File: config.mk
export PLATFORM = sky130hd
export DESIGN_NAME = pc_sequencer
export DESIGN_NICKNAME = d
export VERILOG_FILES = /design/src/rtl/pcseq_pkg.sv /design/src/rtl/pc_next_mux.sv /design/src/rtl/pc_sequencer.sv
export SDC_FILE = /design/constraint.sdc
export NUM_CORES = 1
export LEC_CHECK = 0
export CAP_MARGIN = 30
export CELL_PAD_IN_SITES_DETAIL_PLACEMENT = 1
export CELL_PAD_IN_SITES_GLOBAL_PLACEMENT = 1
export CORE_MARGIN = 5
export CORE_UTILIZATION = 34
export CTS_CLUSTER_DIAMETER = 120
export DETAILED_ROUTE_END_ITERATION = 8
export GPL_ROUTABILITY_DRIVEN = 0
export PLACE_DENSITY = 0.79
export SLEW_MARGIN = 30
export SYNTH_ARGS = -nofsm -noshare
export SYNTH_HDL_FRONTEND = slang
export SYNTH_SLANG_ARGS = --single-unit
File: constraint.sdc
create_clock -name clk -period 2.3 [get_ports clk]
set_input_delay 0.69 -clock clk [delete_from_list [all_inputs] [get_ports clk]]
set_output_delay 0.69 -clock clk [all_outputs]
set_load 0.05 [all_outputs]
File: src/rtl/pcseq_pkg.sv
// -----------------------------------------------------------------------------
// pcseq_pkg
//   Shared definitions for the program-counter sequencer slice.
//   - FSM state encodings (S_IDLE, S_FETCH, S_WAIT, S_EXEC, S_HALT)
//   - Opcode encodings (OP_ADV, OP_JNO, OP_JMP, OP_HALT)
//   - Instruction field-slice helpers: an instruction word is
//     {opcode[1:0], target[PC_W-1:0]}, so the opcode sits directly above
//     the jump target.
//   Build option: PCSEQ_HALT_EN (consumed by pc_sequencer / pc_next_mux)
//   enables the S_HALT state; the encodings here are the same either way.
// -----------------------------------------------------------------------------
package pcseq_pkg;

  // FSM state encoding, kept as plain constants for older tool flows.
  typedef logic [2:0] pcseq_state_t;

  localparam pcseq_state_t S_IDLE  = 3'd0;
  localparam pcseq_state_t S_FETCH = 3'd1;
  localparam pcseq_state_t S_WAIT  = 3'd2;
  localparam pcseq_state_t S_EXEC  = 3'd3;
  localparam pcseq_state_t S_HALT  = 3'd4;

  // Opcode encoding carried in the top two bits of every instruction.
  localparam logic [1:0] OP_ADV  = 2'b00;  // pc <= pc + 1
  localparam logic [1:0] OP_JNO  = 2'b01;  // jump if no overflow pending
  localparam logic [1:0] OP_JMP  = 2'b10;  // unconditional jump
  localparam logic [1:0] OP_HALT = 2'b11;  // halt (or ADV when halting is disabled)

  localparam int OPCODE_W         = 32'sd2;
  localparam int INSTR_TARGET_LSB = 32'sd0;

  // Total instruction width for a given PC width.
  function automatic int instr_width(input int pc_w);
    return pc_w + OPCODE_W;
  endfunction

  // Bit position of the opcode field's LSB for a given PC width.
  function automatic int instr_opcode_lsb(input int pc_w);
    return pc_w;
  endfunction

endpackage : pcseq_pkg

File: src/rtl/pc_next_mux.sv
// -----------------------------------------------------------------------------
// pc_next_mux
//   Combinational selection of the PC and overflow flag that the sequencer
//   commits in S_EXEC, given the executing opcode.
//
//   Ports
//     opcode     in   2     opcode of the executing instruction
//     target     in   PC_W  jump target of the executing instruction
//     ovf        in   1     current sticky overflow flag
//     inc_value  in   PC_W  external incrementer sum (pc + 1)
//     inc_carry  in   1     external incrementer carry-out (PC wrapped)
//     next_pc    out  PC_W  PC to commit
//     next_ovf   out  1     overflow flag to commit
//     pc_load    out  1     1 = commit next_pc, 0 = keep the current PC
//
//   Build option PCSEQ_HALT_EN: when defined, OP_HALT keeps the PC and the
//   flag (pc_load = 0); when undefined, OP_HALT behaves exactly like OP_ADV.
// -----------------------------------------------------------------------------
module pc_next_mux
  import pcseq_pkg::*;
#(
  parameter int PC_W = 2
) (
  input  logic [1:0]      opcode,
  input  logic [PC_W-1:0] target,
  input  logic            ovf,
  input  logic [PC_W-1:0] inc_value,
  input  logic            inc_carry,
  output logic [PC_W-1:0] next_pc,
  output logic            next_ovf,
  output logic            pc_load
);

  // Next-PC / next-overflow selection per opcode.
  always_comb begin
    next_pc  = inc_value;
    next_ovf = ovf | inc_carry;
    pc_load  = 1'b1;
    case (opcode)
      OP_ADV: begin
        // Sequential advance; a wrap sets the sticky flag.
        next_pc  = inc_value;
        next_ovf = ovf | inc_carry;
      end
      OP_JNO: begin
        if (ovf == 1'b0) begin
          next_pc  = target;
          next_ovf = 1'b0;
        end else begin
          // Flag is consumed by this instruction, but a fresh wrap on the
          // fall-through advance re-arms it.
          next_pc  = inc_value;
          next_ovf = inc_carry;
        end
      end
      OP_JMP: begin
        next_pc  = target;
        next_ovf = ovf;
      end
      OP_HALT: begin
`ifdef PCSEQ_HALT_EN
        next_pc  = inc_value;
        next_ovf = ovf;
        pc_load  = 1'b0;
`else
        next_pc  = inc_value;
        next_ovf = ovf | inc_carry;
`endif
      end
      default: begin
        next_pc  = inc_value;
        next_ovf = ovf | inc_carry;
        pc_load  = 1'b1;
      end
    endcase
  end

endmodule : pc_next_mux

File: src/rtl/pc_sequencer.sv
// -----------------------------------------------------------------------------
// pc_sequencer
//   Program-counter stage wrapped around an external PC incrementer. Holds
//   the PC, fetches one instruction per PC from instruction memory (at most
//   one request outstanding), hands the opcode to the incrementer and commits
//   either the incrementer result or a jump target in a single S_EXEC cycle.
//
//   Parameters
//     PC_W      PC / jump-target width
//     RESET_PC  PC value loaded by reset
//
//   Ports
//     clk             in   1       rising-edge clock
//     reset           in   1       asynchronous, active-high reset
//     run_i           in   1       start/continue; looked at in S_IDLE and S_EXEC
//     pc_o            out  PC_W    registered PC (incrementer prev_value)
//     opcode_o        out  2       registered opcode of last fetch (incrementer instruct)
//     inc_value_i     in   PC_W    incrementer sum, combinational from pc_o
//     inc_carry_i     in   1       incrementer carry-out
//     imem_req_valid  out  1       fetch request valid (registered)
//     imem_req_ready  in   1       memory accepts the request
//     imem_req_addr   out  PC_W    fetch address (always pc_o)
//     imem_rsp_valid  in   1       response valid; only honoured in S_WAIT
//     imem_rsp_data   in   PC_W+2  fetched instruction {opcode, target}
//     ovf_o           out  1       sticky overflow flag
//     retire_o        out  1       high for the single S_EXEC cycle of each instruction
//     halted_o        out  1       FSM sits in S_HALT
//
//   Build option PCSEQ_HALT_EN: when defined, opcode 11 retires without a PC
//   change and parks the FSM in S_HALT until reset. When undefined, opcode 11
//   acts as ADV, S_HALT is unreachable and halted_o is tied low.
// -----------------------------------------------------------------------------
module pc_sequencer
  import pcseq_pkg::*;
#(
  parameter int PC_W     = 2,
  parameter int RESET_PC = 0
) (
  input  logic                         clk,
  input  logic                         reset,
  input  logic                         run_i,
  output logic [PC_W-1:0]              pc_o,
  output logic [1:0]                   opcode_o,
  input  logic [PC_W-1:0]              inc_value_i,
  input  logic                         inc_carry_i,
  output logic                         imem_req_valid,
  input  logic                         imem_req_ready,
  output logic [PC_W-1:0]              imem_req_addr,
  input  logic                         imem_rsp_valid,
  input  logic [instr_width(PC_W)-1:0] imem_rsp_data,
  output logic                         ovf_o,
  output logic                         retire_o,
  output logic                         halted_o
);

  localparam int              OPC_LSB    = instr_opcode_lsb(PC_W);
  localparam logic [PC_W-1:0] RESET_PC_V = PC_W'(RESET_PC);

  // Registered state.
  pcseq_state_t    state_r;
  logic [PC_W-1:0] pc_r;
  logic            ovf_r;
  logic [1:0]      opcode_r;
  logic [PC_W-1:0] target_r;
  logic            req_valid_r;
  logic            retire_r;

  // Combinational helpers.
  pcseq_state_t    next_state_s;
  logic [1:0]      rsp_opcode_s;
  logic [PC_W-1:0] rsp_target_s;
  logic            fetch_accept_s;
  logic            rsp_take_s;
  logic [PC_W-1:0] next_pc_s;
  logic            next_ovf_s;
  logic            pc_load_s;

  assign rsp_opcode_s   = imem_rsp_data[OPC_LSB +: 2];
  assign rsp_target_s   = imem_rsp_data[INSTR_TARGET_LSB +: PC_W];
  assign fetch_accept_s = req_valid_r & imem_req_ready;
  // A response is only meaningful while a request is outstanding; anything
  // else (including the accept cycle itself) is dropped.
  assign rsp_take_s     = (state_r == S_WAIT) & imem_rsp_valid;

  pc_next_mux #(
    .PC_W (PC_W)
  ) u_next_mux (
    .opcode    (opcode_r),
    .target    (target_r),
    .ovf       (ovf_r),
    .inc_value (inc_value_i),
    .inc_carry (inc_carry_i),
    .next_pc   (next_pc_s),
    .next_ovf  (next_ovf_s),
    .pc_load   (pc_load_s)
  );

  // FSM next-state decode.
  always_comb begin
    next_state_s = state_r;
    case (state_r)
      S_IDLE: begin
        if (run_i) begin
          next_state_s = S_FETCH;
        end else begin
          next_state_s = S_IDLE;
        end
      end
      S_FETCH: begin
        if (fetch_accept_s) begin
          next_state_s = S_WAIT;
        end else begin
          next_state_s = S_FETCH;
        end
      end
      S_WAIT: begin
        if (rsp_take_s) begin
          next_state_s = S_EXEC;
        end else begin
          next_state_s = S_WAIT;
        end
      end
      S_EXEC: begin
`ifdef PCSEQ_HALT_EN
        if (opcode_r == OP_HALT) begin
          next_state_s = S_HALT;
        end else if (run_i) begin
          next_state_s = S_FETCH;
        end else begin
          next_state_s = S_IDLE;
        end
`else
        if (run_i) begin
          next_state_s = S_FETCH;
        end else begin
          next_state_s = S_IDLE;
        end
`endif
      end
      S_HALT: begin
`ifdef PCSEQ_HALT_EN
        next_state_s = S_HALT;
`else
        next_state_s = S_IDLE;
`endif
      end
      default: begin
        next_state_s = S_IDLE;
      end
    endcase
  end

  // FSM state and state-derived outputs, registered from the next state so
  // they line up exactly with the state they describe.
  always_ff @(posedge clk or posedge reset) begin
    if (reset) begin
      state_r     <= S_IDLE;
      req_valid_r <= 1'b0;
      retire_r    <= 1'b0;
    end else begin
      state_r     <= next_state_s;
      req_valid_r <= (next_state_s == S_FETCH);
      retire_r    <= (next_state_s == S_EXEC);
    end
  end

  // Instruction capture on the accepted response.
  always_ff @(posedge clk or posedge reset) begin
    if (reset) begin
      opcode_r <= OP_ADV;
      target_r <= {PC_W{1'b0}};
    end else if (rsp_take_s) begin
      opcode_r <= rsp_opcode_s;
      target_r <= rsp_target_s;
    end else begin
      opcode_r <= opcode_r;
      target_r <= target_r;
    end
  end

  // PC and overflow commit, once per instruction in S_EXEC.
  always_ff @(posedge clk or posedge reset) begin
    if (reset) begin
      pc_r  <= RESET_PC_V;
      ovf_r <= 1'b0;
    end else if (state_r == S_EXEC) begin
      if (pc_load_s) begin
        pc_r <= next_pc_s;
      end else begin
        pc_r <= pc_r;
      end
      ovf_r <= next_ovf_s;
    end else begin
      pc_r  <= pc_r;
      ovf_r <= ovf_r;
    end
  end

`ifdef PCSEQ_HALT_EN
  logic halted_r;

  // Halt indicator, registered like the other state-derived outputs.
  always_ff @(posedge clk or posedge reset) begin
    if (reset) begin
      halted_r <= 1'b0;
    end else begin
      halted_r <= (next_state_s == S_HALT);
    end
  end

  assign halted_o = halted_r;
`else
  assign halted_o = 1'b0;
`endif

  assign pc_o           = pc_r;
  assign opcode_o       = opcode_r;
  assign ovf_o          = ovf_r;
  assign retire_o       = retire_r;
  assign imem_req_valid = req_valid_r;
  // The address is the PC itself, which only moves in S_EXEC, so it holds
  // steady for the whole fetch handshake.
  assign imem_req_addr  = pc_r;

endmodule : pc_sequencer
==> results of run 1 <==
[layout make-up]
| type | count | area (sq um) |
|---|---|---|
| fillers | 186 | 872.1 |
| clock buffers | 4 | 26.28 |
| multi-input cells | 35 | 267.8 |
| repair buffers | 20 | 200.2 |
| well taps | 17 | 21.27 |
| inverters | 7 | 26.28 |
| flip-flops and latches | 11 | 275.3 |
[synth_stat cells]
library cell / count / area, sq um
inv_1: 7 / 26.28
nor2_1: 1 / 3.750
mux2_2: 1 / 11.26
a221oi_1: 1 / 8.760
nand2_1: 5 / 18.77
a31o_1: 1 / 8.760
a21oi_1: 4 / 20.02
ha_1: 5 / 62.56
o21ai_1: 1 / 5.000
nand3_1: 4 / 20.02
or2_1: 1 / 6.260
nand2b_2: 1 / 8.760
mux2i_1: 1 / 10.01
buf_4: 3 / 22.52
o2111ai_1: 1 / 8.760
or3b_1: 1 / 8.760
mux2_1: 5 / 56.30
dfrtp_1: 11 / 275.3
a31oi_1: 1 / 6.260
conb_1: 1 / 3.750
[flip-flops by register name (all words and copies together), names as in the netlist]
signal	cells
retire_o	1
imem_req_addr	2
state_r	2
ovf_o	1
target_r	2
opcode_o	2
imem_req_valid	1
[stage by stage]
stage,power (mW),setup slack (ns)
5_1_grt,1.274,0.02977
2_1_floorplan,0.8659,0.5586
6_report,1.189,0.05741
3_5_place_dp,1.069,0.3495
4_1_cts,1.206,0.04700
3_3_place_gp,1.055,0.3730
[per-layer routing]
layer / vias up / track usage (%) / share of wire, %
li1: 229 / - / -
met1: 233 / 12.52 / 43
met2: 16 / 16.31 / 50
met3: 2 / 3.152 / 5.4
met4: 0 / 9.170 / 1.5
met5: - / 0 / 0
[cells by family (layout without fill, tap and decap cells)]
family                   after synthesis  after routing  synth area share, %
AND/OR/NAND/NOR                       13             13                11.21
buffers and inverters                 10             31                8.246
flip-flops                            11             11                46.51
multiplexers                           7              7                13.11
other                                  1              1               0.6336
adder cells (fa/ha/maj)                5              5                10.57
AO/OA/AOI/OAI                          9              9                9.726
[path summary, 6_finish.rpt]
path	slack, ns	start	to	depth (start not counted)
max	0.06	ovf_o	ovf_o	1
min	0.51	target_r[1]	target_r[1]	1
max reg2reg	0.79	opcode_o[0]	imem_req_addr[0]	5
min reg2reg	0.51	target_r[1]	target_r[1]	1
max in group asynchronous	1.28	reset	imem_req_valid	2
min in group asynchronous	0.72	reset	ovf_o	2
[power by group]
| part | switching, mW | leakage (nW) | internal, mW |
|---|---|---|---|
| sequential | 0.0687 | 0.138 | 0.281 |
| clock | 0.0643 | 0.0150 | 0.0672 |
| combinational | 0.433 | 0.211 | 0.275 |
==> flow_metrics.tcl, run 1 <==
set metrics [dict create \
    antennaDiodeCount 0 \
    viasPerCell 5.106 \
    status "finished clean" \
    critPathLaunchType "flip-flop" \
    antenna_found_initial 0 \
    post-dp-hpwl_um 1008 \
    cts_tree "built" \
    final_common_cell "clkdlybuf4s50_1" \
    tightest_slew_ns 0.4960 \
    grt_pass1_wl_um 2042 \
    cts-root-buf "clkbuf_4" \
    final_util_pct 48.37 \
    grt_max_degree 12 \
    required_ns 1.61 \
    grt_overflow 0 \
    start_util_pct 35.04 \
    drv_slew 0 \
    cts_num_sinks 11 \
    avgRoutedWirePerCell_um 13.20 \
    first_pass_iters 4 \
    dieArea_sq_um 2675 \
    num_vias 480 \
    grt_pass1_vias 435 \
    max-vdd-ir-drop_v 0.0005850 \
    placed_cells_incl_taps 90 \
    die_x_um 51.72 \
    syn_area_sq_um 591.8 \
    rsz0062_at_grt "no" \
    ys_types 20 \
    drtIter0Drc 3 \
    period_share_pct 97.50 \
    timing.hold.ws_ns 0.5137 \
    slowest_stage "clkdlybuf4s50_1" \
    crit_fanout 6 \
    yosysWarnings 0 \
    path_buf_inv 1 \
    fin_setup_tns_ns 0 \
    mostFrequentLayoutCells "clkdlybuf4s50_1 (20), dfrtp_1 (11), inv_1 (7)" \
    design.core.area_sq_um 1689 \
    relSlewSlack_pct 66.83 \
    worstSetupPathType "reg2out" \
    grt_util_all_layers_pct 10.84 \
    fp.dieH_um 51.72 \
    ios 22 \
    port-buffer-count 20 \
    placed_cell_area_sq_um 790.8 \
    end_kind "output port" \
    synthCells 56 \
    synth_nets 73 \
    cap_violations 0 \
    postCtsSetupRepairBufs 0 \
    stdcell_area_sq_um 817.0 \
    area_delta_synth_final_pct 38.05 \
    drc 0 \
    clkLatencyLatePin_ns 0.27 \
    drive_gt1_share_pct 6.494 \
    max_stage_delay_ns 0.84 \
    crit_family "buffers and inverters" \
    hp-class "reg2reg" \
    ant_nets 0 \
    clk_pin_slew_ns 0.07 \
    p_leak_nw 0.3636 \
    numCtsBuffers 3 \
    critical_path_arrival_ns 1.55 \
    drt_wl_total_um 1241 \
    path_cells "clkdlybuf4s50_1" \
    syn_avg_cell_area_sq_um 10.57 \
    fin_skew_ns 0.003939 \
    hold_viol 0 \
    htreeDepth 1 \
    cts_resized 0 \
    finalSetupViolCount 0 \
    layout.cells.non_filler 94 \
    rows 15 \
    synth_seq_area_share_pct 46.51 \
    cts.hold.buffers_added 0 \
    synth_seq_cells 11 \
    fin_crit_ns 2.243 \
    max_freq_mhz 445.9 \
    nets 95 \
    clk_path_buf_depth 2 \
    p_per_area_nw_per_um2 1455 \
]
No activity file was read; power rests on OpenSTA's default activity.
==> inputs of run 2 (changes only) <==
- clock period: 2.3 -> 2.85 ns (I/O delays scaled with it)
==> results of run 2 <==
The final DEF is identical to that of run 1. Status: finished clean.
Main changes from that run: setup slack after placement 0.3495 ns -> 0.7345 ns; setup slack after layout 0.05741 ns -> 0.4424 ns; register-to-register setup slack 0.79 ns -> 1.34 ns; total power 1.189 mW -> 0.9592 mW; worst IR drop on VDD 0.0005850 V -> 0.0004721 V
==> inputs of run 3 (changes only) <==
- CORE_UTILIZATION: 34 -> 28
- PLACE_DENSITY: 0.79 -> 0.7
- clock period: 2.85 -> 2.1 ns (I/O delays scaled with it)
==> run 3 against run 2 <==
Non-clock buffer count unchanged. Power is 34% higher. Cell count grew 11%.
==> flow_metrics.tcl, run 3 (same netlist as run 1, synthesis figures left out) <==
set metrics [dict create \
    status "finished clean" \
    timing.hold.ws_ns 0.4989 \
    required_ns 1.47 \
    worstSetupPathType "reg2out" \
    rows 16 \
    numCtsBuffers 3 \
    fp.dieH_um 55.98 \
    p_int_mw 0.6563 \
    hp-class "reg2reg" \
    grt_max_degree 12 \
    hold_viol 0 \
    viasPerCell 4.452 \
    antenna_found_initial 0 \
    finalPower_mw 1.281 \
    placed_cells_incl_taps 100 \
    p_leak_nw 0.3760 \
    path_buf_inv 1 \
    r2r.worst_path.cells 5 \
    max_stage_delay_ns 0.43 \
    stdcell_area_sq_um 807.0 \
    fin_skew_ns 0.001289 \
    area_delta_synth_final_pct 36.36 \
    seqPwrFrac_pct 30.4 \
    slowest_stage "dfrtp_1" \
    ios 22 \
    drt_wl_total_um 1241 \
    drive_gt1_share_pct 18.18 \
    layout.cells.non_filler 104 \
    clkLatencyLatePin_ns 0.26 \
    htreeDepth 1 \
    postCtsSetupRepairBufs 0 \
    cp.depth 1 \
    finalSetupViolCount 0 \
    power_frac_comb_pct 58.4 \
    drv_slew 0 \
    ant_nets 0 \
    antennaDiodeCount 0 \
    pwr-share-clk_pct 11.2 \
    whs_path_depth 1 \
    period_share_pct 74.30 \
    p_per_area_nw_per_um2 1587 \
    port-buffer-count 20 \
    cts-root-buf "clkbuf_4" \
    cts_num_sinks 11 \
    cts.hold.buffers_added 0 \
    critical_path_arrival_ns 0.93 \
    grt_pass1_vias 489 \
    crit_family "flip-flops" \
    post-dp-hpwl_um 987.5 \
    fin_setup_tns_ns 0 \
    end_kind "output port" \
    crit_fanout 6 \
    grt_pass1_wl_um 2139 \
    fin_crit_ns 1.560 \
    p_switching_mw 0.6248 \
    clk_pin_slew_ns 0.07 \
    drc 0 \
    rsz0062_at_grt "no" \
    cap_violations 0 \
    start_util_pct 29.86 \
    grt_util_all_layers_pct 8.648 \
    placed_cell_area_sq_um 780.7 \
    drtIter0Drc 0 \
    mostFrequentLayoutCells "dfrtp_1 (11), clkdlybuf4s50_1 (11), buf_4 (9), inv_1 (7)" \
    max-vdd-ir-drop_v 0.0006117 \
    nets 95 \
    critPathLaunchType "flip-flop" \
    die_x_um 55.98 \
    max_freq_mhz 640.9 \
    avgRoutedWirePerCell_um 11.93 \
    swShare_pct 48.77 \
    path_cells "buf_4" \
    first_pass_iters 1 \
    clk_path_buf_depth 2 \
    fillers 231 \
    dieArea_sq_um 3133 \
    cts_tree "built" \
    grt_overflow 0 \
    cts_resized 0 \
    num_vias 463 \
    design.core.area_sq_um 1982 \
]
## run 3: cell count changes in the layout (fill, tap and decap cells not counted), sizes merged
cell	before	now
buf	0	9
clkdlybuf4s50	20	11
## run 3: worst paths after layout
check | from | end | slack, ns
worst min-delay path | target_r[1] | target_r[1] | 0.50
min in group asynchronous | reset | imem_req_addr[0] | 0.66
worst max register to register | opcode_o[0] | imem_req_addr[0] | 0.56
worst min register to register | target_r[1] | target_r[1] | 0.50
worst max-delay path | ovf_o | ovf_o | 0.54
max in group asynchronous | reset | state_r[0] | 1.15
## run 3: final cells by class
type / count / area, sq um / area share (%)
Sequential cell: 11 / 275.3 / 34.11
Multi-Input combinational cell: 35 / 267.8 / 33.18
Timing Repair Buffer: 20 / 177.7 / 22.02
Tap cell: 27 / 33.78 / 4.186
Clock buffer: 4 / 26.28 / 3.256
Inverter: 7 / 26.28 / 3.256
## run 3: power by group through the flow
| stage | registers (mW) | logic, mW | clock network (mW) |
|---|---|---|---|
| after floorplan | 0.574 | 0.374 | 0 |
| after global placement | 0.388 | 0.749 | 0 |
| after detailed placement | 0.393 | 0.753 | 0 |
| after CTS | 0.389 | 0.758 | 0.153 |
| after global routing | 0.403 | 0.810 | 0.160 |
| final | 0.389 | 0.748 | 0.144 |
## run 3: layer usage
metal / track usage (%) / routed length [um]
met3: 3.944 / 129
met1: 10.67 / 560
met2: 12.19 / 551
met4: 5.085 / 0
met5: 0 / 0
## run 3: worst reg2reg max path: cells and delay by family, from the launching register on
family,cells,cell delay [ns]
DFF,1,0.41
buffers and inverters,1,0.07
muxes,1,0.26
AOI/OAI and AO/OA,2,0.34
adders and majority gates,1,0.34
## run 3: stage by stage
step	util, %	worst slack, ns
floorplan	-	0.3586
global placement	39.39	0.3349
detailed placement	39.39	0.3310
CTS	40.72	0.5143
global route	40.72	0.4709
finish	40.72	0.5396
